===== src/rtl/mdu_hilo_pkg.sv =====
// Shared definitions for the HI/LO multiply/divide unit: op codes, FSM states,
// default width and the last CALC iteration index.
package mdu_hilo_pkg;

    localparam int MDU_WIDTH = 32;
    localparam int ITER_LAST = MDU_WIDTH - 1;

    typedef enum logic [1:0] {
        OP_MULT  = 2'b00,
        OP_MULTU = 2'b01,
        OP_DIV   = 2'b10,
        OP_DIVU  = 2'b11
    } mdu_op_e;

    typedef enum logic [1:0] {
        S_IDLE = 2'b00,
        S_CALC = 2'b01,
        S_FIX  = 2'b10
    } mdu_state_e;

    // MULT and DIV (op[0]=0) treat their operands as two's complement.
    function automatic logic op_is_signed(input logic [1:0] op);
        return ~op[0];
    endfunction

endpackage


===== src/rtl/mdu_hilo_if.sv =====
// Controller <-> MDU bundle: operation request, MTHI/MTLO writes, status and HI/LO.
interface mdu_hilo_if
    import mdu_hilo_pkg::*;
#(
    parameter int WIDTH = MDU_WIDTH
);
    logic             start;
    logic [1:0]       op;
    logic [WIDTH-1:0] a;
    logic [WIDTH-1:0] b;
    logic             hi_we;
    logic             lo_we;
    logic [WIDTH-1:0] wd;
    logic             busy;
    logic             done;
    logic [WIDTH-1:0] hi;
    logic [WIDTH-1:0] lo;

    modport master (
        output start, op, a, b, hi_we, lo_we, wd,
        input  busy, done, hi, lo
    );

    modport slave (
        input  start, op, a, b, hi_we, lo_we, wd,
        output busy, done, hi, lo
    );
endinterface


===== src/rtl/mdu_divstep.sv =====
// One restoring-divide step: shift the next dividend bit into the partial
// remainder, subtract the divisor if it fits, and emit the quotient bit.
module mdu_divstep #(
    parameter int WIDTH = 32
) (
    input  logic [WIDTH-1:0] rem,
    input  logic             msb,
    input  logic [WIDTH-1:0] divisor,
    output logic [WIDTH-1:0] rem_next,
    output logic             q_bit
);
    logic [WIDTH:0]   shifted;
    logic [WIDTH+1:0] diff;
    logic [WIDTH:0]   rem_full;
    logic             unused_rem_top;

    assign shifted  = {rem, msb};
    assign diff     = {1'b0, shifted} - {2'b00, divisor};
    assign q_bit    = ~diff[WIDTH+1];
    assign rem_full = q_bit ? diff[WIDTH:0] : shifted;
    // The remainder is always below the divisor, so the top bit is zero.
    assign rem_next       = rem_full[WIDTH-1:0];
    assign unused_rem_top = rem_full[WIDTH];
endmodule


===== src/rtl/mdu_hilo.sv =====
// Iterative MULT/MULTU/DIV/DIVU unit with architectural HI/LO registers.
// Define MDU_FAST_MULT_EN to compute multiplies in a single cycle (IDLE -> FIX).
module mdu_hilo
    import mdu_hilo_pkg::*;
#(
    parameter int WIDTH = MDU_WIDTH,
    parameter int ITER  = ITER_LAST + 1
) (
    input  logic        clk,
    input  logic        rst,
    mdu_hilo_if.slave   bus
);
    localparam int CW = $clog2(ITER);

    mdu_state_e       state, state_nx;
    logic [CW-1:0]    cnt;
    logic             is_div, sign_a, sign_b, b_zero, done_q;
    logic [WIDTH-1:0] acc_hi, acc_lo, opb, hi_q, lo_q;

    logic             sgn;
    logic [WIDTH-1:0] mag_a, mag_b;
    logic [WIDTH:0]   mul_sum;
    logic [2*WIDTH-1:0] prod, res_mul;
    logic [WIDTH-1:0] rem_next;
    logic             q_bit;
    logic             fast_mult;

    always_comb begin
        sgn     = op_is_signed(bus.op);
        mag_a   = (sgn && bus.a[WIDTH-1]) ? -bus.a : bus.a;
        mag_b   = (sgn && bus.b[WIDTH-1]) ? -bus.b : bus.b;
        mul_sum = {1'b0, acc_hi} + (acc_lo[0] ? {1'b0, opb} : '0);
        prod    = {acc_hi, acc_lo};
        res_mul = (sign_a ^ sign_b) ? -prod : prod;
    end

`ifdef MDU_FAST_MULT_EN
    logic [2*WIDTH-1:0] fast_prod;
    assign fast_mult = ~bus.op[1];
    assign fast_prod = {{WIDTH{1'b0}}, mag_a} * {{WIDTH{1'b0}}, mag_b};
`else
    assign fast_mult = 1'b0;
`endif

    mdu_divstep #(.WIDTH(WIDTH)) u_divstep (
        .rem      (acc_hi),
        .msb      (acc_lo[WIDTH-1]),
        .divisor  (opb),
        .rem_next (rem_next),
        .q_bit    (q_bit)
    );

    always_ff @(posedge clk) begin
        if (rst) begin
            state <= S_IDLE;
            cnt   <= '0;
        end else begin
            state <= state_nx;
            cnt   <= (state == S_CALC) ? cnt + 1'b1 : '0;
        end
    end

    always_comb begin
        state_nx = state;
        unique case (state)
            S_IDLE: if (bus.start) state_nx = fast_mult ? S_FIX : S_CALC;
            S_CALC: if (cnt == CW'(ITER - 1)) state_nx = S_FIX;
            S_FIX:  state_nx = S_IDLE;
            default: state_nx = S_IDLE;
        endcase
    end

    // acc_lo starts as |a| for both ops: multiplier bits shift out of it while
    // product bits shift in; for divides dividend bits shift out, quotient bits in.
    always_ff @(posedge clk) begin
        if (rst) begin
            hi_q   <= '0;
            lo_q   <= '0;
            done_q <= 1'b0;
            acc_hi <= '0;
            acc_lo <= '0;
            opb    <= '0;
            is_div <= 1'b0;
            sign_a <= 1'b0;
            sign_b <= 1'b0;
            b_zero <= 1'b0;
        end else begin
            done_q <= (state == S_FIX);
            unique case (state)
                S_IDLE: begin
                    if (bus.hi_we) hi_q <= bus.wd;
                    if (bus.lo_we) lo_q <= bus.wd;
                    if (bus.start) begin
                        is_div <= bus.op[1];
                        sign_a <= sgn & bus.a[WIDTH-1];
                        sign_b <= sgn & bus.b[WIDTH-1];
                        b_zero <= (bus.b == '0);
                        opb    <= mag_b;
`ifdef MDU_FAST_MULT_EN
                        if (fast_mult) begin
                            {acc_hi, acc_lo} <= fast_prod;
                        end else begin
                            acc_hi <= '0;
                            acc_lo <= mag_a;
                        end
`else
                        acc_hi <= '0;
                        acc_lo <= mag_a;
`endif
                    end
                end
                S_CALC: begin
                    if (is_div) begin
                        acc_hi <= rem_next;
                        acc_lo <= {acc_lo[WIDTH-2:0], q_bit};
                    end else begin
                        {acc_hi, acc_lo} <= {mul_sum, acc_lo[WIDTH-1:1]};
                    end
                end
                S_FIX: begin
                    if (is_div) begin
                        // A zero divisor subtracts every step, leaving the
                        // remainder equal to |a|; re-signing it restores a.
                        lo_q <= b_zero ? '1 : ((sign_a ^ sign_b) ? -acc_lo : acc_lo);
                        hi_q <= sign_a ? -acc_hi : acc_hi;
                    end else begin
                        hi_q <= res_mul[2*WIDTH-1:WIDTH];
                        lo_q <= res_mul[WIDTH-1:0];
                    end
                end
                default: ;
            endcase
        end
    end

    assign bus.busy = (state != S_IDLE);
    assign bus.done = done_q;
    assign bus.hi   = hi_q;
    assign bus.lo   = lo_q;
endmodule


===== src/flat_wrapper.sv =====
// flat-port wrapper written by rule: the top's interface ports become plain ports
module mdu_hilo_flat import mdu_hilo_pkg::*;
#(
    parameter int WIDTH = MDU_WIDTH,
    parameter int ITER  = ITER_LAST + 1
)
  (clk, rst, bus_start, bus_op, bus_a, bus_b, bus_hi_we, bus_lo_we, bus_wd, bus_busy, bus_done, bus_hi, bus_lo);
  mdu_hilo_if #(.WIDTH(WIDTH)) bus_i ();
  input  logic clk;
  input  logic rst;
  input wire logic [$bits(bus_i.start)-1:0] bus_start;
  input wire logic [$bits(bus_i.op)-1:0] bus_op;
  input wire logic [$bits(bus_i.a)-1:0] bus_a;
  input wire logic [$bits(bus_i.b)-1:0] bus_b;
  input wire logic [$bits(bus_i.hi_we)-1:0] bus_hi_we;
  input wire logic [$bits(bus_i.lo_we)-1:0] bus_lo_we;
  input wire logic [$bits(bus_i.wd)-1:0] bus_wd;
  output wire logic [$bits(bus_i.busy)-1:0] bus_busy;
  output wire logic [$bits(bus_i.done)-1:0] bus_done;
  output wire logic [$bits(bus_i.hi)-1:0] bus_hi;
  output wire logic [$bits(bus_i.lo)-1:0] bus_lo;
  assign bus_i.start = bus_start;
  assign bus_i.op = bus_op;
  assign bus_i.a = bus_a;
  assign bus_i.b = bus_b;
  assign bus_i.hi_we = bus_hi_we;
  assign bus_i.lo_we = bus_lo_we;
  assign bus_i.wd = bus_wd;
  assign bus_busy = bus_i.busy;
  assign bus_done = bus_i.done;
  assign bus_hi = bus_i.hi;
  assign bus_lo = bus_i.lo;
  mdu_hilo #(.WIDTH(WIDTH), .ITER(ITER)) u_core (.clk(clk), .rst(rst), .bus(bus_i));
endmodule

===== config.mk =====
export PLATFORM = sky130hd
export DESIGN_NAME = mdu_hilo_flat
export DESIGN_NICKNAME = d
export VERILOG_FILES = /design/src/rtl/mdu_hilo_pkg.sv /design/src/rtl/mdu_hilo_if.sv /design/src/rtl/mdu_divstep.sv /design/src/rtl/mdu_hilo.sv /design/src/flat_wrapper.sv
export SDC_FILE = /design/constraint.sdc
export NUM_CORES = 1
export LEC_CHECK = 0
export BUFFER_PORTS_ARGS = -buffer_cell sky130_fd_sc_hd__buf_2
export CAP_MARGIN = 20
export CORE_MARGIN = 4
export CORE_UTILIZATION = 24
export DETAILED_ROUTE_END_ITERATION = 6
export GPL_ROUTABILITY_DRIVEN = 0
export PLACE_DENSITY = 0.52
export SYNTH_ARGS = -nofsm -noshare
export SYNTH_HDL_FRONTEND = slang
export SYNTH_HIERARCHICAL = 1
export SYNTH_SLANG_ARGS = --single-unit

===== constraint.sdc =====
create_clock -name clk -period 2.8 [get_ports clk]
set_input_delay 0.28 -clock clk [delete_from_list [all_inputs] [get_ports clk]]
set_output_delay 0.28 -clock clk [all_outputs]
set_load 0.05 [all_outputs]

After elaboration in Yosys (flattened, before gate mapping)
Index checks and enable logic that the tools add are counted.
{"block": "totals", "reg_bits": 172, "out_inout_bits": 66, "word_cells": 69}
{"block": "classes", "n_addsub": 8, "eq_ne": 7, "muxes": 23, "bitwise_logic": 6, "n_reduce_logical": 13}
{"cell": "$mux W32", "n": 15}
{"cell": "$pmux W32 S2", "n": 4}
{"cell": "$neg A32 Y32", "n": 4}
{"cell": "$mux W64", "n": 1}
{"cell": "$neg A64 Y64", "n": 1}
{"cell": "$sub A33 B32 Y34", "n": 1}
{"cell": "$add A32 B32 Y33", "n": 1}
{"cell": "$logic_not A32 Y1", "n": 1}
{"cell": "$reduce_and A2 Y1", "n": 5}
{"cell": "$ne A2 B2 Y1 const B", "n": 4}
{"cell": "$reduce_bool A2 Y1", "n": 3}
{"cell": "$add A5 B1 Y5 const B", "n": 1}
{"cell": "$eq A5 B5 Y1 const B", "n": 1}
{"cell": "$mux W2", "n": 2}
{"cell": "$pmux W2 S2", "n": 1}
{"cell": "$not A1 Y1", "n": 3}
{"cell": "$and A1 B1 Y1", "n": 2}
{"cell": "$eq A2 B1 Y1 const B", "n": 1}
{"cell": "$eq A2 B2 Y1 const B", "n": 1}
{"cell": "$logic_and A1 B1 Y1", "n": 2}
{"cell": "$logic_not A2 Y1", "n": 1}
{"cell": "$reduce_or A2 Y1", "n": 1}
{"cell": "$xor A1 B1 Y1", "n": 1}

Logic depth before layout (Yosys ltp)
{"block": "depth", "word_depth": 5, "depth_mapped": 16, "ltp_nobuf": 15}

Modules after synthesis
The synthesis kept the hierarchy.
{"module": "mdu_hilo", "instances": 1, "cells_per_inst": 1594, "area_each_um2": 12250.5, "seq_area_each_um2": 3443.3}
{"module": "mdu_divstep", "instances": 1, "cells_per_inst": 373, "area_each_um2": 2429.8, "seq_area_each_um2": 0.0}

Worst setup path after synthesis
Ideal clock, no wire load.
{"block": "synth_timing", "kind": "reg-to-reg", "from": "register u_core.acc_lo[0]", "to": "register u_core.acc_hi[23]", "setup_ns": 0.133, "t_arrival_ns": 2.810, "required_ns": 2.667, "setup_slack_ns": -0.143, "stages_incl_launch_ff": 13, "n_path_buf": 2, "synth_period_minus_slack_ns": 2.943, "path_cell_list": "dfxtp_1 -> clkbuf_1 -> clkbuf_1 -> and2_1 -> ha_1 -> fa_1 -> a21o_1 -> a221oi_1 -> o31a_1 -> a22oi_2 -> a31oi_1 -> xor2_1 -> o22ai_1"}
{"block": "synth_via", "elab_chain_cells": 4}
{"element": "start, declared", "line_no": "mdu_hilo.sv:18", "source": "logic [WIDTH-1:0] acc_hi, acc_lo, opb, hi_q, lo_q;"}
{"element": "start signal, assigned", "line_no": "mdu_hilo.sv:108", "source": "acc_lo <= mag_a;"}
{"element": "start signal, assigned", "line_no": "mdu_hilo.sv:115", "source": "acc_lo <= {acc_lo[WIDTH-2:0], q_bit};"}
{"element": "start signal, assigned", "line_no": "mdu_hilo.sv:117", "source": "{acc_hi, acc_lo} <= {mul_sum, acc_lo[WIDTH-1:1]};"}
{"element": "$mux W32", "line_no": "mdu_hilo.sv:32", "source": "mul_sum = {1'b0, acc_hi} + (acc_lo[0] ? {1'b0, opb} : '0);"}
{"element": "$add A32 B32 Y33", "line_no": "mdu_hilo.sv:32"}
{"element": "$mux W32", "line_no": "mdu_hilo.sv:113", "source": "if (is_div) begin"}
{"element": "$pmux W32 S2", "line_no": "mdu_hilo.sv:89", "source": "unique case (state)"}
{"element": "end signal, assigned", "line_no": "mdu_hilo.sv:114", "source": "acc_hi <= rem_next;"}
{"element": "end signal, assigned", "line_no": "mdu_hilo.sv:117"}
{"element": "end, declared", "line_no": "mdu_hilo.sv:18"}
No other way between the ends.
A chain may end at the register's enable or synchronous reset.

Worst setup path after layout
{"block": "layout_timing", "from": "register u_core.opb[1]", "to": "register u_core.acc_hi[27]"}
{"block": "layout_via", "elab_chain_cells": 4, "word_cells_on_any_way": 6}
{"element": "start, declared", "line_no": "mdu_hilo.sv:18"}
{"element": "start signal, assigned", "line_no": "mdu_hilo.sv:98", "source": "opb <= mag_b;"}
{"element": "$sub A33 B32 Y34", "line_no": "mdu_divstep.sv:18", "source": "assign diff = {1'b0, shifted} - {2'b00, divisor};"}
{"element": "$mux W32", "line_no": "mdu_divstep.sv:20", "source": "assign rem_full = q_bit ? diff[WIDTH:0] : shifted;"}
{"element": "via u_core.rem_next[27]", "line_no": "mdu_hilo.sv:24", "source": "logic [WIDTH-1:0] rem_next;"}
{"element": "$mux W32", "line_no": "mdu_hilo.sv:113"}
{"element": "$pmux W32 S2", "line_no": "mdu_hilo.sv:89"}
The timed path passes the listed nets, and every way through them passes these cells.

==> impl_metrics.toml <==
[setup_path]
worstSetupEndpointType = "flip-flop"
crit_type = "reg -> reg"
cp_max_fo = 5
critPathArrivalTime_ns = 3.30
startpoint_type = "flip-flop"
reg2reg_slack_ns = -0.07
cp-startpoint = "u_core/opb[1]"
crit_required_ns = 3.23
r2r_cells = 14
r2r_start = "u_core/opb[1]"
r2r-end = "u_core/acc_hi[27]"

[synthesis]
async_flop_share_pct = 0
synth_edf_count = 0
yosys_most_used_dff = "dfxtp_1"
syn_area_per_cell_um2 = 7.46
synth_most_common_cell = "nor2_1"
synth_top_area_share_pct = 23.5
ys_top_cells_by_count = "199 x nor2_1, 198 x a21oi_1, 172 x dfxtp_1, 172 x nand2_1, 114 x o21ai_0"
synth_top_cell_by_area = "dfxtp_1"
synth_fp_nets = 2142
ys_ff_latch = 172
postSynthCellCount = 1967
synth_area_mm2 = 0.0147
ys_warn_count = 6
synthTopCellsByArea = "dfxtp_1 23%, a21oi_1 6.8%, ha_1 6.0%"
synth_cell_types = 103
yosysSeqAreaShare_pct = 23.5

[die]
rows = 90
dieArea_mm2 = 0.0652
die_w_um = 255
core_area_mm2 = 0.0605
ioPinCount = 169
die_h_um = 255
start_util_pct = 24.3

[layout]
drive_gt1_share_pct = 32.5
syn2layout_area_growth_pct = 38.6
final_net_count = 2521
n_fill_cell = 6319

[power]
power_mw = 8.76
seqPwrFrac_pct = 31.9
p_int_mw = 5.31
switching_share_pct = 39.3
ir_worst_vdd_mv = 0.443
p_comb_share_pct = 40.2
power.share.clock_pct = 27.9
leakagePower_nw = 8.26
power_density_mw_per_mm2 = 431
p_switching_mw = 3.44

[sta]
finalHoldViolCount = 0
fin_skew_ns = 0.0137
worstMarginPinSlew_ns = 1.12
slew_viol_final = 0
rsz0062_at_grt = "true"
post-route-period-util_pct = 102
relSlewSlack_pct = 25.0
setup_slack_ns = -0.0694
fmax_mhz = 349
final.min_clock_period_ns = 2.87
finalSetupViolCount = 5

[clock_tree]
cts_made_buffers = 17
postCtsHoldBufs = 0
clk_pin_slew_ns = 0.07
cts.htree.levels = 4
cts.sinks = 172
clockRootBuffer = "clkbuf_16"
clk_latency_ns = 0.50
cts_tree = "done"
cts.path.max_buffers = 2

[global_route]
overflow = 0
first_global_vias = 16100
grtUsageTotal_pct = 18.8
grt_pass1_wl_um = 96600
grt_max_degree = 75
antenna_found_initial = 1

[hold_path]
hp-start = "bus_op[1]"
whs_path_depth = 3
min_to = "u_core/is_div"
hp-class = "in -> reg"

[outcome]
status = "finished with violations"
violations = "negative setup slack"

[placed_design]
place_hpwl_um = 50500
pre_cts_slack_ns = -0.300
io_buffers = 168

[routing]
ant_nets = 0
vias_per_cell = 5.42
first_pass_iters = 6
drt_iter0_drc = 1686
vias = 17000
drt-total-wl_um = 65800
drc_errors = 0
routedWlPerCell_um = 21.0

[run]
maxCapViolations = 0
## repair_timing
| item | 4_1_cts | 5_1_grt |
|---|---|---|
| setup endpoints to repair | 28 | 39 |
| resized for setup | 91 | 178 |
| pin swaps | 39 | 85 |
| setup buffers | 10 | 15 |
| gates cloned | 1 | 3 |
## critical path: stages (launching register included)
cell and delay (ns):
dfxtp_2 0.37, inv_4 0.06, ha_4 0.25, nor2b_4 0.13
o2111a_2 0.25, buf_6 0.12, o21ai_4 0.07, a311oi_4 0.31
nor3_4 0.10, buf_4 0.15, o31ai_2 0.26, o21ai_1 0.10
a21boi_1 0.14, or4_1 0.40, nor2_1 0.12
## layout by cell type (no fill, tap or decap), types with 11 or more instances in the layout
cell / count
buf_4: 304
nor2_1: 187
a21oi_1: 182
buf_2: 167
nand2_1: 160
dfxtp_1: 153
o21ai_0: 83
xnor2_1: 82
inv_1: 66
xor2_1: 65
a211oi_1: 61
nor3_1: 42
ha_4: 38
nand3_1: 33
and2_1: 31
mux2i_1: 31
ha_1: 31
o221ai_1: 25
a31oi_1: 24
o21ai_1: 24
o22ai_1: 23
a21o_1: 23
clkbuf_16: 19
nand4_1: 18
nor4_1: 17
a21oi_2: 17
buf_6: 17
o31ai_1: 16
dfxtp_2: 16
and3_1: 15
or3_1: 15
o211ai_1: 15
a22oi_1: 14
nand2_2: 12
a211o_1: 12
o21ai_2: 12
nor2_2: 11
## registers in the layout, indices dropped and copies added (netlist names)
register         count
u_core/cnt           5
u_core/opb          32
u_core/sign_a        1
u_core/bus.done      1
u_core/bus.hi       32
u_core/sign_b        1
u_core/acc_lo       32
u_core/b_zero        1
u_core/is_div        1
u_core/acc_hi       32
u_core/state         2
u_core/bus.lo       32
## area by class of cell
class / instances / area (µm²) / share of cell area, %
Timing Repair inverter: 1 / 11.3 / 0.0554
Antenna cell: 1 / 2.50 / 0.0123
Inverter: 73 / 284 / 1.40
Tap cell: 782 / 978 / 4.81
Multi-Input combinational cell: 1583 / 11500 / 56.6
Clock inverter: 10 / 106 / 0.523
Timing Repair Buffer: 498 / 3510 / 17.3
Clock buffer: 20 / 457 / 2.25
Sequential cell: 172 / 3470 / 17.1
## worst max-delay path by stage
stage,end
2_1_floorplan,u_core/acc_hi[27]
3_3_place_gp,u_core/acc_hi[27]
3_5_place_dp,u_core/acc_hi[27]
4_1_cts,u_core/acc_hi[27]
5_1_grt,u_core/acc_hi[27]
6_report,u_core/acc_hi[27]
## through the flow
step,setup TNS [ns],hold WS [ns],std cells,cell area [µm²],utilization (%)
finish,-0.210,0.0458,3140,20300,33.6
global route,-1.32,0.0511,3140,20300,33.6
CTS,-0.170,0.0157,3125,19300,32.0
detailed placement,-3.38,0.442,3085,18300,30.3
global placement,-2.23,0.443,3085,18300,30.3
floorplan,0,0.416,1967,14700,-
## logic make-up after synthesis
| kind of cell | synth area share [%] |
|---|---|
| AO/OA/AOI/OAI | 31.0 |
| buffers and inverters | 5.91 |
| XOR/XNOR | 9.07 |
| multiplexers | 2.55 |
| flip-flops | 23.5 |
| AND/OR/NAND/NOR | 21.8 |
| adder cells (fa/ha/maj) | 6.24 |
## power by group through the flow
stage	registers [mW]	clock network (mW)	logic (mW)
3_3_place_gp	2.83	0	3.06
5_1_grt	2.81	2.57	3.75
3_5_place_dp	2.83	0	3.08
6_report	2.79	2.44	3.52
2_1_floorplan	3.00	0	1.67
4_1_cts	2.78	2.49	3.22
## routing by layer
metal	track usage (%)	vias to the layer above	routed length (µm)
li1	-	8041	-
met1	26.3	8135	30200
met2	29.4	715	29500
met3	3.09	113	4220
met4	6.14	0	1890
met5	0	-	0
No activity file was read; power rests on OpenSTA's default activity.
